$ cat config.mk
export PLATFORM = sky130hd
export DESIGN_NAME = id_ex_stage_flat
export DESIGN_NICKNAME = d
export VERILOG_FILES = /design/src/rtl/id_ex_stage_if.sv /design/src/rtl/id_ex_stage.sv /design/src/flat_wrapper.sv
export SDC_FILE = /design/constraint.sdc
export NUM_CORES = 1
export LEC_CHECK = 0
export BUFFER_PORTS_ARGS = -buffer_cell sky130_fd_sc_hd__buf_2
export CAP_MARGIN = 20
export CORE_AREA = 2 2 173 175
export DETAILED_ROUTE_END_ITERATION = 7
export DIE_AREA = 0 0 175 177
export PLACE_DENSITY = 0.57
export SKIP_CTS_REPAIR_TIMING = 1
export SLEW_MARGIN = 20
export SYNTH_ARGS = -nofsm -noshare
export SYNTH_HDL_FRONTEND = slang
export SYNTH_SLANG_ARGS = --single-unit
$ cat constraint.sdc
create_clock -name clk -period 3.4 [get_ports clk]
set_input_delay 0 -clock clk [delete_from_list [all_inputs] [get_ports clk]]
set_output_delay 0 -clock clk [all_outputs]
set_load 0.05 [all_outputs]
$ cat src/rtl/id_ex_stage_if.sv
// -----------------------------------------------------------------------------
// id_ex_stage_if
//   Bundles every non-clock/reset signal of the ID/EX stage. Signal names keep
//   the direction suffix as seen from the stage itself (_i = into the stage,
//   _o = out of the stage).
//
//   modport master : upstream/downstream pipeline logic (drives ID fields,
//                    forwarding sources and stall/flush; receives ALU inputs)
//   modport slave  : the id_ex_stage itself
//
//   Groups:
//     control    : stall_i, flush_i, hazard_o
//     ID fields  : id_valid_i, id_alu_ctrl_i, id_rs1_i, id_rs2_i, id_use_rs1_i,
//                  id_use_rs2_i, id_rd_i, id_rs1_data_i, id_rs2_data_i,
//                  id_imm_i, id_pc_i, id_asel_pc_i, id_bsel_imm_i,
//                  id_regwrite_i, id_memread_i, id_memwrite_i
//     forwarding : exm_rd_i, exm_regwrite_i, exm_result_i,
//                  wb_rd_i, wb_regwrite_i, wb_data_i
//     EX outputs : ex_valid_o, alu_ctrl_o, op_A_o, op_B_o, store_data_o,
//                  ex_rd_o, ex_regwrite_o, ex_memread_o, ex_memwrite_o
// -----------------------------------------------------------------------------
interface id_ex_stage_if #(
  parameter int XLEN   = 32,
  parameter int REG_AW = 5
) ();
  // control
  logic              stall_i;
  logic              flush_i;
  logic              hazard_o;
  // decoded ID fields
  logic              id_valid_i;
  logic [3:0]        id_alu_ctrl_i;
  logic [REG_AW-1:0] id_rs1_i;
  logic [REG_AW-1:0] id_rs2_i;
  logic              id_use_rs1_i;
  logic              id_use_rs2_i;
  logic [REG_AW-1:0] id_rd_i;
  logic [XLEN-1:0]   id_rs1_data_i;
  logic [XLEN-1:0]   id_rs2_data_i;
  logic [XLEN-1:0]   id_imm_i;
  logic [XLEN-1:0]   id_pc_i;
  logic              id_asel_pc_i;
  logic              id_bsel_imm_i;
  logic              id_regwrite_i;
  logic              id_memread_i;
  logic              id_memwrite_i;
  // forwarding sources
  logic [REG_AW-1:0] exm_rd_i;
  logic              exm_regwrite_i;
  logic [XLEN-1:0]   exm_result_i;
  logic [REG_AW-1:0] wb_rd_i;
  logic              wb_regwrite_i;
  logic [XLEN-1:0]   wb_data_i;
  // EX stage outputs
  logic              ex_valid_o;
  logic [3:0]        alu_ctrl_o;
  logic [XLEN-1:0]   op_A_o;
  logic [XLEN-1:0]   op_B_o;
  logic [XLEN-1:0]   store_data_o;
  logic [REG_AW-1:0] ex_rd_o;
  logic              ex_regwrite_o;
  logic              ex_memread_o;
  logic              ex_memwrite_o;

  modport master (
    output stall_i, flush_i,
    output id_valid_i, id_alu_ctrl_i, id_rs1_i, id_rs2_i, id_use_rs1_i,
           id_use_rs2_i, id_rd_i, id_rs1_data_i, id_rs2_data_i, id_imm_i,
           id_pc_i, id_asel_pc_i, id_bsel_imm_i, id_regwrite_i,
           id_memread_i, id_memwrite_i,
    output exm_rd_i, exm_regwrite_i, exm_result_i,
           wb_rd_i, wb_regwrite_i, wb_data_i,
    input  hazard_o, ex_valid_o, alu_ctrl_o, op_A_o, op_B_o, store_data_o,
           ex_rd_o, ex_regwrite_o, ex_memread_o, ex_memwrite_o
  );

  modport slave (
    input  stall_i, flush_i,
    input  id_valid_i, id_alu_ctrl_i, id_rs1_i, id_rs2_i, id_use_rs1_i,
           id_use_rs2_i, id_rd_i, id_rs1_data_i, id_rs2_data_i, id_imm_i,
           id_pc_i, id_asel_pc_i, id_bsel_imm_i, id_regwrite_i,
           id_memread_i, id_memwrite_i,
    input  exm_rd_i, exm_regwrite_i, exm_result_i,
           wb_rd_i, wb_regwrite_i, wb_data_i,
    output hazard_o, ex_valid_o, alu_ctrl_o, op_A_o, op_B_o, store_data_o,
           ex_rd_o, ex_regwrite_o, ex_memread_o, ex_memwrite_o
  );
endinterface

$ cat src/rtl/id_ex_stage.sv
// -----------------------------------------------------------------------------
// id_ex_stage
//   ID/EX pipeline register with operand forwarding and load-use detection.
//   Decoded ID fields are captured on each rising edge; the ALU operands are
//   then formed combinationally from the registered fields, with EX/MEM and
//   MEM/WB results bypassed in front of the registered regfile data.
//
//   Ports:
//     clk   : rising-edge clock
//     rst_n : asynchronous active-low reset (state returns to a bubble)
//     bus   : id_ex_stage_if.slave -- stall/flush control, ID fields,
//             forwarding sources, hazard request and EX-side outputs
//
//   Register update priority on each edge:
//     reset > stall (hold) > flush (bubble) > load-use hazard (bubble)
//           > invalid ID (bubble) > capture ID fields
// -----------------------------------------------------------------------------
module id_ex_stage #(
  parameter int XLEN   = 32,
  parameter int REG_AW = 5
) (
  input  logic          clk,
  input  logic          rst_n,
  id_ex_stage_if.slave  bus
);

  // ALU op code for ADD; a bubble carries this so the ALU sees a benign op.
  localparam logic [3:0] ALU_ADD = 4'h0;

  typedef struct packed {
    logic              valid;
    logic [3:0]        alu_ctrl;
    logic [REG_AW-1:0] rs1;
    logic [REG_AW-1:0] rs2;
    logic [REG_AW-1:0] rd;
    logic [XLEN-1:0]   rs1_data;
    logic [XLEN-1:0]   rs2_data;
    logic [XLEN-1:0]   imm;
    logic [XLEN-1:0]   pc;
    logic              asel_pc;
    logic              bsel_imm;
    logic              regwrite;
    logic              memread;
    logic              memwrite;
  } ex_t;

  // valid (MSB) = 0, alu_ctrl = ADD, everything else zero.
  localparam ex_t BUBBLE = ex_t'({1'b0, ALU_ADD, {($bits(ex_t) - 5){1'b0}}});

  ex_t  ex_q;
  ex_t  ex_d;
  logic hazard;

  // ---------------------------------------------------------------------------
  // Load-use detection: the load in EX has not produced its data yet, so a
  // dependent instruction in ID must wait one cycle. A flushed ID slot is
  // about to die anyway and must not stall the front end.
  // ---------------------------------------------------------------------------
  logic rs1_dep;
  logic rs2_dep;

  assign rs1_dep = bus.id_use_rs1_i && (bus.id_rs1_i == ex_q.rd);
  assign rs2_dep = bus.id_use_rs2_i && (bus.id_rs2_i == ex_q.rd);

  assign hazard = ex_q.valid && ex_q.memread && (ex_q.rd != '0) &&
                  (rs1_dep || rs2_dep) && bus.id_valid_i && !bus.flush_i;

  // ---------------------------------------------------------------------------
  // Next-state selection
  // ---------------------------------------------------------------------------
  always_comb begin
    ex_d = ex_q;
    if (!bus.stall_i) begin
      if (bus.flush_i || hazard || !bus.id_valid_i) begin
        ex_d = BUBBLE;
      end else begin
        ex_d.valid    = 1'b1;
        ex_d.alu_ctrl = bus.id_alu_ctrl_i;
        ex_d.rs1      = bus.id_rs1_i;
        ex_d.rs2      = bus.id_rs2_i;
        ex_d.rd       = bus.id_rd_i;
        ex_d.rs1_data = bus.id_rs1_data_i;
        ex_d.rs2_data = bus.id_rs2_data_i;
        ex_d.imm      = bus.id_imm_i;
        ex_d.pc       = bus.id_pc_i;
        ex_d.asel_pc  = bus.id_asel_pc_i;
        ex_d.bsel_imm = bus.id_bsel_imm_i;
        ex_d.regwrite = bus.id_regwrite_i;
        ex_d.memread  = bus.id_memread_i;
        ex_d.memwrite = bus.id_memwrite_i;
      end
    end
  end

  always_ff @(posedge clk or negedge rst_n) begin
    if (!rst_n) begin
      ex_q <= BUBBLE;
    end else begin
      ex_q <= ex_d;
    end
  end

  // ---------------------------------------------------------------------------
  // Forwarding: index 0 = rs1, index 1 = rs2. The youngest producer (EX/MEM)
  // wins over MEM/WB. x0 is never bypassed, so a read of x0 always returns the
  // registered regfile value (which is zero).
  // ---------------------------------------------------------------------------
  logic [REG_AW-1:0] src_idx [2];
  logic [XLEN-1:0]   src_reg [2];
  logic [XLEN-1:0]   src_fwd [2];

  assign src_idx[0] = ex_q.rs1;
  assign src_idx[1] = ex_q.rs2;
  assign src_reg[0] = ex_q.rs1_data;
  assign src_reg[1] = ex_q.rs2_data;

  genvar gi;
  generate
    for (gi = 0; gi < 2; gi++) begin : g_fwd
      logic hit_exm;
      logic hit_wb;
      assign hit_exm = bus.exm_regwrite_i && (bus.exm_rd_i != '0) &&
                       (bus.exm_rd_i == src_idx[gi]);
      assign hit_wb  = bus.wb_regwrite_i && (bus.wb_rd_i != '0) &&
                       (bus.wb_rd_i == src_idx[gi]);
      assign src_fwd[gi] = hit_exm ? bus.exm_result_i :
                           hit_wb  ? bus.wb_data_i    : src_reg[gi];
    end
  endgenerate

  // ---------------------------------------------------------------------------
  // Outputs
  // ---------------------------------------------------------------------------
  assign bus.hazard_o      = hazard;
  assign bus.ex_valid_o    = ex_q.valid;
  assign bus.alu_ctrl_o    = ex_q.alu_ctrl;
  assign bus.op_A_o        = ex_q.asel_pc  ? ex_q.pc  : src_fwd[0];
  assign bus.op_B_o        = ex_q.bsel_imm ? ex_q.imm : src_fwd[1];
  assign bus.store_data_o  = src_fwd[1];
  assign bus.ex_rd_o       = ex_q.rd;
  // Side-effect strobes are qualified so a bubble can never write or access memory.
  assign bus.ex_regwrite_o = ex_q.valid && ex_q.regwrite;
  assign bus.ex_memread_o  = ex_q.valid && ex_q.memread;
  assign bus.ex_memwrite_o = ex_q.valid && ex_q.memwrite;

endmodule

$ cat src/flat_wrapper.sv
// flat-port wrapper written by rule: the top's interface ports become plain ports
module id_ex_stage_flat 
#(
  parameter int XLEN   = 32,
  parameter int REG_AW = 5
)
  (clk, rst_n, bus_stall_i, bus_flush_i, bus_id_valid_i, bus_id_alu_ctrl_i, bus_id_rs1_i, bus_id_rs2_i, bus_id_use_rs1_i, bus_id_use_rs2_i, bus_id_rd_i, bus_id_rs1_data_i, bus_id_rs2_data_i, bus_id_imm_i, bus_id_pc_i, bus_id_asel_pc_i, bus_id_bsel_imm_i, bus_id_regwrite_i, bus_id_memread_i, bus_id_memwrite_i, bus_exm_rd_i, bus_exm_regwrite_i, bus_exm_result_i, bus_wb_rd_i, bus_wb_regwrite_i, bus_wb_data_i, bus_hazard_o, bus_ex_valid_o, bus_alu_ctrl_o, bus_op_A_o, bus_op_B_o, bus_store_data_o, bus_ex_rd_o, bus_ex_regwrite_o, bus_ex_memread_o, bus_ex_memwrite_o);
  id_ex_stage_if #(.XLEN(XLEN), .REG_AW(REG_AW)) bus_i ();
  input  logic clk;
  input  logic rst_n;
  input wire logic [$bits(bus_i.stall_i)-1:0] bus_stall_i;
  input wire logic [$bits(bus_i.flush_i)-1:0] bus_flush_i;
  input wire logic [$bits(bus_i.id_valid_i)-1:0] bus_id_valid_i;
  input wire logic [$bits(bus_i.id_alu_ctrl_i)-1:0] bus_id_alu_ctrl_i;
  input wire logic [$bits(bus_i.id_rs1_i)-1:0] bus_id_rs1_i;
  input wire logic [$bits(bus_i.id_rs2_i)-1:0] bus_id_rs2_i;
  input wire logic [$bits(bus_i.id_use_rs1_i)-1:0] bus_id_use_rs1_i;
  input wire logic [$bits(bus_i.id_use_rs2_i)-1:0] bus_id_use_rs2_i;
  input wire logic [$bits(bus_i.id_rd_i)-1:0] bus_id_rd_i;
  input wire logic [$bits(bus_i.id_rs1_data_i)-1:0] bus_id_rs1_data_i;
  input wire logic [$bits(bus_i.id_rs2_data_i)-1:0] bus_id_rs2_data_i;
  input wire logic [$bits(bus_i.id_imm_i)-1:0] bus_id_imm_i;
  input wire logic [$bits(bus_i.id_pc_i)-1:0] bus_id_pc_i;
  input wire logic [$bits(bus_i.id_asel_pc_i)-1:0] bus_id_asel_pc_i;
  input wire logic [$bits(bus_i.id_bsel_imm_i)-1:0] bus_id_bsel_imm_i;
  input wire logic [$bits(bus_i.id_regwrite_i)-1:0] bus_id_regwrite_i;
  input wire logic [$bits(bus_i.id_memread_i)-1:0] bus_id_memread_i;
  input wire logic [$bits(bus_i.id_memwrite_i)-1:0] bus_id_memwrite_i;
  input wire logic [$bits(bus_i.exm_rd_i)-1:0] bus_exm_rd_i;
  input wire logic [$bits(bus_i.exm_regwrite_i)-1:0] bus_exm_regwrite_i;
  input wire logic [$bits(bus_i.exm_result_i)-1:0] bus_exm_result_i;
  input wire logic [$bits(bus_i.wb_rd_i)-1:0] bus_wb_rd_i;
  input wire logic [$bits(bus_i.wb_regwrite_i)-1:0] bus_wb_regwrite_i;
  input wire logic [$bits(bus_i.wb_data_i)-1:0] bus_wb_data_i;
  output wire logic [$bits(bus_i.hazard_o)-1:0] bus_hazard_o;
  output wire logic [$bits(bus_i.ex_valid_o)-1:0] bus_ex_valid_o;
  output wire logic [$bits(bus_i.alu_ctrl_o)-1:0] bus_alu_ctrl_o;
  output wire logic [$bits(bus_i.op_A_o)-1:0] bus_op_A_o;
  output wire logic [$bits(bus_i.op_B_o)-1:0] bus_op_B_o;
  output wire logic [$bits(bus_i.store_data_o)-1:0] bus_store_data_o;
  output wire logic [$bits(bus_i.ex_rd_o)-1:0] bus_ex_rd_o;
  output wire logic [$bits(bus_i.ex_regwrite_o)-1:0] bus_ex_regwrite_o;
  output wire logic [$bits(bus_i.ex_memread_o)-1:0] bus_ex_memread_o;
  output wire logic [$bits(bus_i.ex_memwrite_o)-1:0] bus_ex_memwrite_o;
  assign bus_i.stall_i = bus_stall_i;
  assign bus_i.flush_i = bus_flush_i;
  assign bus_i.id_valid_i = bus_id_valid_i;
  assign bus_i.id_alu_ctrl_i = bus_id_alu_ctrl_i;
  assign bus_i.id_rs1_i = bus_id_rs1_i;
  assign bus_i.id_rs2_i = bus_id_rs2_i;
  assign bus_i.id_use_rs1_i = bus_id_use_rs1_i;
  assign bus_i.id_use_rs2_i = bus_id_use_rs2_i;
  assign bus_i.id_rd_i = bus_id_rd_i;
  assign bus_i.id_rs1_data_i = bus_id_rs1_data_i;
  assign bus_i.id_rs2_data_i = bus_id_rs2_data_i;
  assign bus_i.id_imm_i = bus_id_imm_i;
  assign bus_i.id_pc_i = bus_id_pc_i;
  assign bus_i.id_asel_pc_i = bus_id_asel_pc_i;
  assign bus_i.id_bsel_imm_i = bus_id_bsel_imm_i;
  assign bus_i.id_regwrite_i = bus_id_regwrite_i;
  assign bus_i.id_memread_i = bus_id_memread_i;
  assign bus_i.id_memwrite_i = bus_id_memwrite_i;
  assign bus_i.exm_rd_i = bus_exm_rd_i;
  assign bus_i.exm_regwrite_i = bus_exm_regwrite_i;
  assign bus_i.exm_result_i = bus_exm_result_i;
  assign bus_i.wb_rd_i = bus_wb_rd_i;
  assign bus_i.wb_regwrite_i = bus_wb_regwrite_i;
  assign bus_i.wb_data_i = bus_wb_data_i;
  assign bus_hazard_o = bus_i.hazard_o;
  assign bus_ex_valid_o = bus_i.ex_valid_o;
  assign bus_alu_ctrl_o = bus_i.alu_ctrl_o;
  assign bus_op_A_o = bus_i.op_A_o;
  assign bus_op_B_o = bus_i.op_B_o;
  assign bus_store_data_o = bus_i.store_data_o;
  assign bus_ex_rd_o = bus_i.ex_rd_o;
  assign bus_ex_regwrite_o = bus_i.ex_regwrite_o;
  assign bus_ex_memread_o = bus_i.ex_memread_o;
  assign bus_ex_memwrite_o = bus_i.ex_memwrite_o;
  id_ex_stage #(.XLEN(XLEN), .REG_AW(REG_AW)) u_core (.clk(clk), .rst_n(rst_n), .bus(bus_i));
endmodule
==> results_dict.tcl <==
set metrics [dict create \
    max_freq_mhz 314 \
    end_kind "output port" \
    dieWidth_um 175 \
    hpwl_mm 26.5 \
    leakage_nw 5.92 \
    synth_area_um2 8600 \
    nets 1495 \
    yosysSeqAreaShare_pct 44.5 \
    gp_congestion 0.851 \
    min_path_type "in -> reg" \
    drive_gt1_share_pct 36.3 \
    cts.sinks 153 \
    grt_max_degree 95 \
    synth_xor_area_share_pct 3.05 \
    cts_tree "yes" \
    dp_cells 1474 \
    fin_worst_skew_ns 0.0211 \
    synthFlopType "dfrtp_1" \
    synthAdderAreaFrac_pct 0 \
    clk-insertion-delay-late_ns 0.43 \
    syn_nets 1061 \
    track_usage_pct 23.4 \
    layout_common_cells "buf_2 (342), dlygate4sd3_1 (153), a22o_1 (152)" \
    ys_types 38 \
    antenna_found_initial 4 \
    synthSimpleGateAreaFrac_pct 11.5 \
    rsz0062_at_grt "false" \
    rows 63 \
    finalSetupTns_ns 0 \
    synth-async-reset-ratio_pct 100 \
    cts_buffer_depth 2 \
    hold_violations 0 \
    dr.pass1.iters 5 \
    ys_ff_latch 153 \
    worst_pin_slew_ns 0.957 \
    synth_edf_count 0 \
    dieHeight_um 177 \
    path_class "reg -> out" \
    totalWireLength_mm 39.2 \
    drtIter0Drc 681 \
    period_share_pct 93.7 \
    syn_inst 826 \
    crit_chain "xor2_4, or4b_1, buf_4, o31ai_1, a31oi_1, mux2_1, buf_2" \
    max_slew_margin_pct 36.2 \
    final_common_cell "buf_2" \
    wl_per_cell_um 23.5 \
    cts_root_buf "clkbuf_16" \
    port_buffers 344 \
    crit_required_ns 3.40 \
    crit_slowest_cell "dfrtp_1" \
    drc 0 \
    crit_family "buffers and inverters" \
    maxCapViolations 0 \
    num_io_pins 345 \
    worst-path-buf-inv 2 \
    worstPathMaxFanout 32 \
    slew_violations 0 \
    setup_viol 0 \
    grt_overflow 0 \
    htreeDepth 4 \
    synth.area.mux_share_pct 7.91 \
    syn_area_per_cell_um2 10.4 \
    final_cells 1666 \
    grt_pass1_vias 8437 \
    max_stage_delay_ns 0.57 \
    grt_pass1_wl_mm 54.3 \
    areaGrowthSynthToFinish_pct 49.4 \
    cp-start-kind "flop" \
    arrival_ns 3.19 \
    initial_core_util_pct 29.4 \
    synth_top_family_by_area "compound AO/OA/AOI/OAI gates" \
    status "finished clean" \
    numCtsBuffers 17 \
    ys_warn_count 0 \
    die_area_um2 31000 \
    vias 9028 \
    core_area_um2 29200 \
    p_per_area_nw_per_um2 445 \
    finalCriticalPeriod_ns 3.19 \
    ant_nets 0 \
    via_per_inst 5.42 \
    ir_worst_vdd_uv 289 \
    synth_compound_area_share_pct 26.2 \
    cts.clk_slew.worst_paths_ns 0.07 \
]
synthesized netlist by cell type, drive strengths merged, types with 21 or more instances:
cell type	count	area, um^2
nor3	57	285
mux2i	32	320
a221oi	23	333
clkbuf	66	248
inv	23	86.3
a31oi	33	206
o31ai	41	308
nand3	33	165
buf	39	248
xnor2	21	184
dfrtp	153	3830
nand2	37	139
a22o	152	1330
nor4	33	221
mux2	32	360
final cells by class:
cell class	instances	area (um^2)
clock inverters	15	224
well taps	390	488
clock buffers	17	425
inverters	23	86.3
flip-flops and latches	153	3830
multi-input cells	548	4340
fillers	2798	16400
diodes	3	7.51
repair buffers	517	3450
stage by stage:
step                      hold WS [ns]  setup WS [ns]  power, mW  area, um^2  utilization, %
after global routing             0.188         0.0492       5.92       12800            43.9
after CTS                       -0.336         -0.124       5.60       11200            38.4
after floorplan                 -0.296          0.663       2.91        8600               -
after detailed placement         0.121          0.313       3.39       10600            36.2
final                            0.165          0.213       5.71       12800            43.9
after global placement           0.132          0.416       3.39       10600            36.2
per-layer routing:
layer,GRT usage (%),share of wire [%],vias up
li1,-,-,4043
met4,5.28,1.7,2
met3,5.26,7.1,40
met1,29.5,40,4467
met5,0,0.033,-
met2,40.9,51,476
power breakdown:
group / total (mW) / leakage (nW) / switching, mW / internal, mW
Sequential: 2.01 / 2.06 / 0.0914 / 1.92
Clock: 2.19 / 0.319 / 0.923 / 1.26
Combinational: 1.51 / 3.54 / 0.988 / 0.526
Total: 5.71 / 5.92 / 2.00 / 3.71
registers in the layout, summed over array words and instances, names as in the netlist:
register / flops
u_core.bus.alu_ctrl_o: 4
u_core.bus.ex_valid_o: 1
u_core.ex_q: 143
u_core.bus.ex_rd_o: 5
worst reg2reg max path, cell delays in order (launching register included):
cell	delay [ns]
dfrtp_1	0.46
xnor2_1	0.18
nand4_1	0.11
o22ai_1	0.38
a31oi_4	0.14
buf_4	0.28
buf_16	0.26
a22o_1	0.30
path summary, 6_finish.rpt:
| kind | start | endpoint | slack [ns] | depth (start not counted) |
|---|---|---|---|---|
| hold reg to reg | u_core.ex_q[16] | u_core.ex_q[16] | 0.50 | 1 |
| setup reg to reg | u_core.bus.ex_rd_o[4] | u_core.ex_q[54] | 1.17 | 7 |
| hold / removal | bus_stall_i | u_core.ex_q[17] | 0.16 | 2 |
| setup / recovery | u_core.ex_q[141] | bus_op_B_o[1] | 0.21 | 7 |
| max in group asynchronous | rst_n | u_core.ex_q[109] | 2.33 | 3 |
| min in group asynchronous | rst_n | u_core.ex_q[110] | 0.20 | 2 |
cell families (layout without fill, tap and decap cells):
logic type	count (synthesis)	after routing
AND/OR/NAND/NOR	189	189
multiplexers	64	64
XOR/XNOR	30	33
buffers and inverters	128	572
flip-flops	153	153
other	0	3
AO/OA/AOI/OAI	262	262
(Power assumes the default switching activity.)
